### config.mk
export PLATFORM = sky130hd
export DESIGN_NAME = time_set_ctrl
export DESIGN_NICKNAME = d
export VERILOG_FILES = /design/src/rtl/time_set_ctrl_pkg.sv /design/src/rtl/time_set_ctrl_btn_debounce.sv /design/src/rtl/time_set_ctrl.sv
export SDC_FILE = /design/constraint.sdc
export NUM_CORES = 1
export LEC_CHECK = 0
export CAP_MARGIN = 5
export CORE_ASPECT_RATIO = 1.5
export CORE_MARGIN = 2
export CORE_UTILIZATION = 55
export CTS_BUF_LIST = sky130_fd_sc_hd__clkbuf_8
export CTS_CLUSTER_DIAMETER = 200
export CTS_CLUSTER_SIZE = 8
export DETAILED_ROUTE_END_ITERATION = 6
export GPL_TIMING_DRIVEN = 0
export PLACE_DENSITY_LB_ADDON = 0.1
export SYNTH_ARGS = -nofsm -noshare
export SYNTH_HDL_FRONTEND = slang
export SYNTH_HIERARCHICAL = 1
export SYNTH_SLANG_ARGS = --single-unit
### constraint.sdc
create_clock -name clk -period 3.65 [get_ports clk]
set_input_delay 0.73 -clock clk [delete_from_list [all_inputs] [get_ports clk]]
set_output_delay 0.73 -clock clk [all_outputs]
set_load 0.05 [all_outputs]
### src/rtl/time_set_ctrl_pkg.sv
// Shared definitions for the time/alarm setting controller: FSM states,
// edit_field encodings, BCD limits and the BCD increment helpers.
package time_set_ctrl_pkg;

  typedef enum logic [1:0] {
    ST_IDLE     = 2'd0,
    ST_EDIT_HR  = 2'd1,
    ST_EDIT_MIN = 2'd2,
    ST_LOAD     = 2'd3
  } state_e;

  typedef enum logic [1:0] {
    FIELD_NONE = 2'b00,
    FIELD_HR   = 2'b01,
    FIELD_MIN  = 2'b10
  } field_e;

  localparam logic [7:0] HR_LIMIT  = 8'd23;
  localparam logic [7:0] MIN_LIMIT = 8'd59;

  // Bit positions of the buttons inside the packed button vectors.
  localparam int BTN_INC  = 0;
  localparam int BTN_OK   = 1;
  localparam int BTN_MODE = 2;

  // Hours step 00..23; anything captured at or above the limit wraps to 00.
  function automatic logic [5:0] inc_hours(input logic [1:0] tens, input logic [3:0] ones);
    logic [7:0] val;
    val = {6'd0, tens} * 8'd10 + {4'd0, ones};
    if (val >= HR_LIMIT)   return 6'd0;
    else if (ones >= 4'd9) return {tens + 2'd1, 4'd0};
    else                   return {tens, ones + 4'd1};
  endfunction

  // Minutes step 00..59 with no carry out.
  function automatic logic [7:0] inc_minutes(input logic [3:0] tens, input logic [3:0] ones);
    logic [7:0] val;
    val = {4'd0, tens} * 8'd10 + {4'd0, ones};
    if (val >= MIN_LIMIT)  return 8'd0;
    else if (ones >= 4'd9) return {tens + 4'd1, 4'd0};
    else                   return {tens, ones + 4'd1};
  endfunction

endpackage

### src/rtl/time_set_ctrl_btn_debounce.sv
// Button debouncer: the output level follows the input only after the input
// has differed from it for DEBOUNCE_CYCLES consecutive cycles.
module btn_debounce #(
  parameter int unsigned DEBOUNCE_CYCLES = 20
) (
  input  logic clk,
  input  logic rst_n,
  input  logic din_i,
  output logic dout_o
);

  localparam int unsigned CW = $clog2(DEBOUNCE_CYCLES + 1);
  localparam logic [CW-1:0] CNT_LAST = CW'(DEBOUNCE_CYCLES - 1);

  logic [CW-1:0] cnt_q;
  logic          level_q;

  // Count cycles of disagreement; accept the new level when the run is long enough.
  always_ff @(posedge clk or negedge rst_n) begin
    if (!rst_n) begin
      cnt_q   <= '0;
      level_q <= 1'b0;
    end else if (din_i == level_q) begin
      cnt_q <= '0;
    end else if (cnt_q == CNT_LAST) begin
      level_q <= din_i;
      cnt_q   <= '0;
    end else begin
      cnt_q <= cnt_q + CW'(1);
    end
  end

  assign dout_o = level_q;

endmodule

### src/rtl/time_set_ctrl.sv
// Time/alarm setting controller. Buttons are synchronised, edge-detected and
// drive an edit FSM (hours, then minutes) that ends in a load strobe to the
// clock. Define SET_DEBOUNCE_EN to insert a debouncer on each button.
module time_set_ctrl
  import time_set_ctrl_pkg::*;
#(
  parameter int unsigned DEBOUNCE_CYCLES = 20,
  parameter int unsigned TIMEOUT_CYCLES  = 600,
  parameter int unsigned LD_CYCLES       = 2
) (
  input  logic       clk,
  input  logic       reset,
  input  logic       btn_mode,
  input  logic       btn_inc,
  input  logic       btn_ok,
  input  logic       tgt_alarm,
  input  logic [1:0] cur_H1,
  input  logic [3:0] cur_H0,
  input  logic [3:0] cur_M1,
  input  logic [3:0] cur_M0,
  output logic [1:0] H_in1,
  output logic [3:0] H_in0,
  output logic [3:0] M_in1,
  output logic [3:0] M_in0,
  output logic       LD_time,
  output logic       LD_alarm,
  output logic       busy,
  output logic [1:0] edit_field
);

  localparam int unsigned TO_W = $clog2(TIMEOUT_CYCLES + 1);
  localparam int unsigned LD_W = $clog2(LD_CYCLES + 1);
  localparam logic [TO_W-1:0] TO_LAST = TO_W'(TIMEOUT_CYCLES - 1);
  localparam logic [LD_W-1:0] LD_LAST = LD_W'(LD_CYCLES - 1);

  logic [2:0] btn_raw, sync1_q, sync2_q, btn_lvl, prev_q, evt;

  assign btn_raw = {btn_mode, btn_ok, btn_inc};

  // Two-flop synchronisers for all three buttons.
  // NOTE: clocked state uses non-blocking assignments so every flop samples pre-edge values.
  always_ff @(posedge clk or negedge reset) begin
    if (!reset) begin
      sync1_q <= '0;
      sync2_q <= '0;
    end else begin
      sync1_q <= btn_raw;
      sync2_q <= sync1_q;
    end
  end

`ifdef SET_DEBOUNCE_EN
  for (genvar i = 0; i < 3; i++) begin : g_db
    btn_debounce #(.DEBOUNCE_CYCLES(DEBOUNCE_CYCLES)) u_db (
      .clk    (clk),
      .rst_n  (reset),
      .din_i  (sync2_q[i]),
      .dout_o (btn_lvl[i])
    );
  end
`else
  assign btn_lvl = sync2_q;
`endif

  // Previous level for single-cycle rising-edge events.
  always_ff @(posedge clk or negedge reset) begin
    if (!reset) prev_q <= '0;
    else        prev_q <= btn_lvl;
  end

  assign evt = btn_lvl & ~prev_q;

  state_e          state_q;
  field_e          field_q;
  logic [1:0]      hr1_q;
  logic [3:0]      hr0_q, mn1_q, mn0_q;
  logic            tgt_q, busy_q, ld_time_q, ld_alarm_q;
  logic [TO_W-1:0] to_cnt_q;
  logic [LD_W-1:0] ld_cnt_q;
  logic [5:0]      hr_next;
  logic [7:0]      mn_next;

  assign hr_next = inc_hours(hr1_q, hr0_q);
  assign mn_next = inc_minutes(mn1_q, mn0_q);

  // Edit FSM with registered outputs; priority mode > ok > inc > timeout.
  always_ff @(posedge clk or negedge reset) begin
    if (!reset) begin
      state_q    <= ST_IDLE;
      field_q    <= FIELD_NONE;
      // NOTE: the edit register is reset because it drives the outputs and must read 00:00.
      hr1_q      <= '0;
      hr0_q      <= '0;
      mn1_q      <= '0;
      mn0_q      <= '0;
      tgt_q      <= 1'b0;
      busy_q     <= 1'b0;
      ld_time_q  <= 1'b0;
      ld_alarm_q <= 1'b0;
      to_cnt_q   <= '0;
      ld_cnt_q   <= '0;
    end else begin
      case (state_q)
        ST_IDLE: begin
          if (evt[BTN_MODE]) begin
            hr1_q    <= cur_H1;
            hr0_q    <= cur_H0;
            mn1_q    <= cur_M1;
            mn0_q    <= cur_M0;
            tgt_q    <= tgt_alarm;
            state_q  <= ST_EDIT_HR;
            field_q  <= FIELD_HR;
            busy_q   <= 1'b1;
            to_cnt_q <= '0;
          end
        end
        ST_EDIT_HR, ST_EDIT_MIN: begin
          if (evt[BTN_MODE] || (!evt[BTN_OK] && !evt[BTN_INC] && to_cnt_q == TO_LAST)) begin
            state_q <= ST_IDLE;
            field_q <= FIELD_NONE;
            busy_q  <= 1'b0;
          end else if (evt[BTN_OK]) begin
            to_cnt_q <= '0;
            if (state_q == ST_EDIT_HR) begin
              state_q <= ST_EDIT_MIN;
              field_q <= FIELD_MIN;
            end else begin
              state_q    <= ST_LOAD;
              field_q    <= FIELD_NONE;
              ld_cnt_q   <= '0;
              ld_time_q  <= ~tgt_q;
              ld_alarm_q <= tgt_q;
            end
          end else if (evt[BTN_INC]) begin
            to_cnt_q <= '0;
            if (state_q == ST_EDIT_HR) {hr1_q, hr0_q} <= hr_next;
            else                       {mn1_q, mn0_q} <= mn_next;
          end else begin
            to_cnt_q <= to_cnt_q + TO_W'(1);
          end
        end
        ST_LOAD: begin
          if (ld_cnt_q == LD_LAST) begin
            state_q    <= ST_IDLE;
            busy_q     <= 1'b0;
            ld_time_q  <= 1'b0;
            ld_alarm_q <= 1'b0;
          end else begin
            ld_cnt_q <= ld_cnt_q + LD_W'(1);
          end
        end
        default: begin
          state_q    <= ST_IDLE;
          field_q    <= FIELD_NONE;
          busy_q     <= 1'b0;
          ld_time_q  <= 1'b0;
          ld_alarm_q <= 1'b0;
        end
      endcase
    end
  end

  assign H_in1      = hr1_q;
  assign H_in0      = hr0_q;
  assign M_in1      = mn1_q;
  assign M_in0      = mn0_q;
  assign LD_time    = ld_time_q;
  assign LD_alarm   = ld_alarm_q;
  assign busy       = busy_q;
  assign edit_field = field_q;

endmodule

=== After elaboration in Yosys (flattened, before gate mapping) ===
Cells that the tools add are included.

* Input port bits: 20
* Memories: 0
* Register bits after elaboration: 43
* Bits in read-only memories: 0
* Logic and storage cells: 130
* Output and inout bits: 19
* Latch bits: 0
* Bits in writable memories: 0

* Reduce and logical (&&, ||, !) cells: 20
* Magnitude comparators: 4
* Shift operators: 0
* Divide/modulo/power cells: 0
* Bitwise gates (word level): 3
* Equal/unequal tests: 18
* Muxes and demuxes: 60
* Add/sub/neg operators: 8
* Multiply operators: 2

{| class="wikitable"
|+ Operators by type and width
! kind !! number
|-
| $mux W4 || 15
|-
| $mux W10 || 4
|-
| $mux W2 || 16
|-
| $pmux W4 S2 || 3
|-
| $ne A2 B2 Y1 const B || 10
|-
| $pmux W10 S2 || 1
|-
| $mux W8 || 2
|-
| $reduce_and A7 Y1 || 2
|-
| $add A4 B1 Y4 const B || 3
|-
| $mux W6 || 2
|-
| $pmux W2 S2 || 3
|-
| $reduce_and A3 Y1 || 4
|-
| $reduce_and A6 Y1 || 2
|-
| $add A10 B1 Y10 const B || 1
|-
| $eq A10 B10 Y1 const B || 1
|-
| $mux W1 || 10
|-
| $reduce_and A5 Y1 || 2
|-
| $ne A3 B3 Y1 const B || 3
|-
| $add A8 B4 Y8 || 1
|-
| $ge A4 B4 Y1 const B || 2
|-
| $ge A8 B6 Y1 const B || 1
|-
| $add A6 B4 Y7 || 1
|-
| $ge A7 B5 Y1 const B || 1
|-
| $mul A4 B3 Y7 const B || 1
|-
| 17 further kinds || 24
|}

=== Logic depth before layout (Yosys ltp) ===
Gate-level depths: netlist (run 1).

* Word-level depth: 9
* Depth in mapped cells: 10
* Mapped depth without buffers: 9

=== Worst setup path before layout (run 1) ===
Ideal clock, no wire load.

* Kind: flip-flop to flip-flop
* From: register mn1_q[1] (netlist: M_in1[1])
* To: register mn0_q[3] (netlist: M_in0[3])
* Path buffers: 0
* Slack: 0.491 ns
* Clock period less this slack: 3.159 ns
* Required time: 3.564 ns
* Setup time: 0.086 ns
* Stages on the path, launching flop included: 9
* Arrival: 3.073 ns
* Path through: dfrtp_1 -> ha_1 -> ha_1 -> fa_1 -> o211ai_1 -> or3b_1 -> a2111o_1 -> o21a_1 -> o221ai_2

* Longest elaborated chain between the ends: 9

{| class="wikitable"
|+ Ends and longest elaborated chain
! what !! RTL line !! text
|-
| start: declaration || time_set_ctrl.sv:76 || <nowiki>logic [3:0] hr0_q, mn1_q, mn0_q;</nowiki>
|-
| start signal: assignment || time_set_ctrl.sv:108 || <nowiki>mn1_q <= cur_M1;</nowiki>
|-
| start signal: assignment || time_set_ctrl.sv:137 || <nowiki>else {mn1_q, mn0_q} <= mn_next;</nowiki>
|-
| $mul A4 B3 Y7 || time_set_ctrl_pkg.sv:38 || <nowiki>val = {4'd0, tens} * 8'd10 + {4'd0, ones};</nowiki>
|-
| $add A8 B4 Y8 || time_set_ctrl_pkg.sv:38 ||
|-
| $ge A8 B6 Y1 || time_set_ctrl_pkg.sv:39 || <nowiki>if (val >= MIN_LIMIT) return 8'd0;</nowiki>
|-
| $mux W8 || time_set_ctrl_pkg.sv:39 ||
|-
| $mux W4 || time_set_ctrl.sv:136 || <nowiki>if (state_q == ST_EDIT_HR) {hr1_q, hr0_q} <= hr_next;</nowiki>
|-
| $mux W4 || time_set_ctrl.sv:134 || <nowiki>end else if (evt[BTN_INC]) begin</nowiki>
|-
| $mux W4 || time_set_ctrl.sv:122 || <nowiki>end else if (evt[BTN_OK]) begin</nowiki>
|-
| $mux W4 || time_set_ctrl.sv:118 || <nowiki>if (evt[BTN_MODE] || (!evt[BTN_OK] && !evt[BTN_INC] && to_cnt_q == TO_LAST)) begin</nowiki>
|-
| $pmux W4 S2 || time_set_ctrl.sv:103 || <nowiki>case (state_q)</nowiki>
|-
| end signal: assignment || time_set_ctrl.sv:109 || <nowiki>mn0_q <= cur_M0;</nowiki>
|-
| end signal: assignment || time_set_ctrl.sv:137 ||
|-
| end: declaration || time_set_ctrl.sv:76 ||
|}

No other way between the ends. The select of a mux whose other input is x is not followed.
A chain may end at the register's enable or synchronous reset.

=== Final worst setup path (run 1) ===
Ends and elaborated chain as after synthesis.

==> flow_summary.ini, run 1 <==
[outcome]
status = finished, final reports clean

[setup_path]
cp_max_fo = 7
r2r_start = M_in1[1]$_DFFE_PN0P_
critPathCaptureType = register
rr_endpoint = M_in0[3]$_DFFE_PN0P_
start_kind = register
cp_data_arrival_time_ns = 3.36
worst-setup-path-type = reg -> reg
r2r_cells = 8
worstPathRequired_ns = 3.87
reg2reg_slack_ns = 0.51

[sta]
max_freq_mhz = 319
post-route-period-util_pct = 85.9
finClkSkew_ns = 0.0177
setup_viol = 0
timing.final.max_slew_violations = 0
relSlewSlack_pct = 42.5
worstMarginPinSlew_ns = 0.856
post-route-min-period_ns = 3.14
hold_viol = 0
rsz0062_at_grt = no
setup_tns_ns = 0

[synthesis]
ys_ff_latch = 43
synth_flop_cell = dfrtp_1
synthArstFlopShare_pct = 100
synthesis.instances = 282
synth_area_sq_um = 2730
yosys_warnings = 6
synth_edf_count = 0
yosysSeqAreaShare_pct = 39.4
syn_avg_cell_area_sq_um = 9.69
syn-num-nets = 330
synth_cell_type_count = 59

[clocking]
hold_buffers = 0
cts-buffers-inserted = 5
cts_setup_buffers = 0
clk_latency_ns = 0.31
ctsLongestPathBuffers = 2
cts.sinks = 43
path_clk_slew_ns = 0.09
htreeDepth = 2
ctsResizeCount = 0
tritoncts = yes
cts_root_buffer = clkbuf_8

[grt]
antenna_found_initial = 0
grt_pass1_wl_mm = 9.78
grt_pass1_vias = 2204
grt_usage_pct = 23.0
overflow = 0
grt_max_degree = 41

[flow_run]
maxCapViolations = 0

[routing]
drt_first_iter_violations = 95
vias_per_cell = 5.86
drt-total-wl_mm = 5.90
ant_nets = 0
drc = 0
first_pass_iters = 4
post_drt_wl_per_cell_um = 14.9
routed-via-count = 2314

[floorplan]
dieArea_sq_um = 5560
rows = 31
die_x_um = 61.6
start_util_pct = 56.8
io_pins = 39
core_sq_um = 4810
fp.dieH_um = 90.3

[cells_and_area]
drive_gt1_share_pct = 6.08
nets = 376
final_core_util_pct = 69.5
fill_cells = 425
n_antenna_cell = 0
area_growth_pct = 22.3
final_area_sq_um = 3340

[power_and_ir_drop]
p_clk_share_pct = 12.9
combPwrFrac_pct = 63.6
pwr-share-seq_pct = 23.5
power_leakage_nw = 1.52
p_int_w = 0.00173
ir_drop_v = 0.000430
p_sw_w = 0.00167
p_per_area_nw_per_um2 = 1020
switching_share_pct = 49.1

[place]
io_buffer_count = 38
placed_area_sq_um = 3210
dpl.hpwl_mm = 4.36
gp_congestion = 0.851

[worst_hold_path]
hp-class = in -> async
layout make-up:
class	count	area [sq um]	share of cell area (%)
Buffer	6	28.8	0.861
Clock buffer	5	68.8	2.06
Clock inverter	3	63.8	1.91
Inverter	20	75.1	2.25
Multi-Input combinational cell	213	1550	46.4
Sequential cell	43	1080	32.2
Tap cell	66	82.6	2.47
Timing Repair Buffer	39	395	11.8
cell families (layout without fill, tap and decap cells):
family / count (synthesis) / in the layout / share of synthesized area, %
muxes: 4 / 4 / 1.60
AOI/OAI and AO/OA: 94 / 94 / 24.7
DFF: 43 / 43 / 39.4
buffers and inverters: 26 / 73 / 3.80
and+or+nand+nor: 85 / 85 / 16.3
xor gates and xnor gates: 2 / 2 / 0.641
adders and majority gates: 28 / 28 / 13.6
through the flow:
| stage | hold slack, ns | total power [W] | setup WS, ns | std cells |
|---|---|---|---|---|
| final | 0.233 | 0.00339 | 0.513 | 395 |
| after CTS | 0.229 | 0.00340 | 0.514 | 395 |
| after global routing | 0.228 | 0.00367 | 0.392 | 395 |
| after global placement | 0.336 | 0.00290 | 0.592 | 386 |
| after detailed placement | 0.339 | 0.00294 | 0.558 | 387 |
| after floorplan | 0.331 | 0.00236 | 0.491 | 282 |
placed cells by master (no fill, tap or decap), types with 4 or more instances in the layout:
cell,count
a21oi_1,17
o21ai_0,19
and3_1,8
o21a_1,5
nand2_1,19
dfrtp_1,43
nor2_1,16
nand3_1,8
nor3_1,8
o31ai_1,5
ha_1,25
a21o_1,4
clkbuf_8,5
clkdlybuf4s50_1,37
a2bb2oi_1,4
a22o_1,6
nor2b_1,5
nand2b_1,6
inv_1,20
worst max-delay path: stages (launching register included):
cell and delay [ns]:
dfrtp_1 0.48, ha_1 0.36, ha_1 0.21, fa_1 0.54
o211ai_1 0.12, or3b_1 0.42, a2111o_1 0.55, o21a_1 0.23
o221ai_2 0.14
power groups by stage:
stage,sequential (W),combinational [W],clock (W)
4_1_cts,0.000797,0.00215,0.000451
3_5_place_dp,0.000805,0.00214,0
6_report,0.000798,0.00216,0.000439
3_3_place_gp,0.000802,0.00210,0
2_1_floorplan,0.00110,0.00126,0
5_1_grt,0.000822,0.00238,0.000469
synth_stat cells, types with 5 or more instances:
master | n | area [sq um]
dfrtp_1 | 43 | 1080
ha_1 | 25 | 313
inv_1 | 19 | 71.3
nand2_1 | 19 | 71.3
o21ai_0 | 19 | 95.1
a21oi_1 | 17 | 85.1
nor2_1 | 16 | 60.1
and3_1 | 8 | 50.1
nand3_1 | 8 | 40.0
nor3_1 | 8 | 40.0
a22o_1 | 6 | 52.6
nand2b_1 | 6 | 37.5
nor2b_1 | 5 | 31.3
o21a_1 | 5 | 37.5
o31ai_1 | 5 | 37.5
layer usage:
metal	GRT usage [%]	share of wire, %	vias to the layer above
met1	28.1	42	1123
li1	-	-	1140
met2	39.4	53	45
met4	7.45	1.4	0
met5	0	0	-
met3	4.01	3.2	6
sequential cells by signal (all words and copies together) (netlist names):
register / cells
to_cnt_q: 10
state_q: 2
LD_alarm: 1
H_in1: 2
LD_time: 1
sync1_q: 3
M_in0: 4
ld_cnt_q: 2
tgt_q: 1
M_in1: 4
busy: 1
prev_q: 3
H_in0: 4
btn_lvl: 3
edit_field: 2
how the worst max path moves through the flow:
stage | start | to | slack (ns) | cells after the start
global route | M_in1[1]$_DFFE_PN0P_ | M_in0[3]$_DFFE_PN0P_ | 0.39 | 8
CTS | M_in1[1]$_DFFE_PN0P_ | M_in0[3]$_DFFE_PN0P_ | 0.51 | 8
floorplan | M_in1[1]$_DFFE_PN0P_ | M_in0[3]$_DFFE_PN0P_ | 0.49 | 8
detailed placement | M_in1[1]$_DFFE_PN0P_ | M_in0[3]$_DFFE_PN0P_ | 0.56 | 8
global placement | M_in1[1]$_DFFE_PN0P_ | M_in0[3]$_DFFE_PN0P_ | 0.59 | 8
finish | M_in1[1]$_DFFE_PN0P_ | M_in0[3]$_DFFE_PN0P_ | 0.51 | 8
Note: power is estimated with default switching activity, not from simulation.
==> run 2: changes to the inputs <==
--- a/config.mk
+++ b/config.mk
@@ -19,3 +19,4 @@
 export SYNTH_HDL_FRONTEND = slang
 export SYNTH_HIERARCHICAL = 1
 export SYNTH_SLANG_ARGS = --single-unit
+export TNS_END_PERCENT = 20
==> results of run 2 <==
Final layout, timing and power as in run 1 (identical DEF).
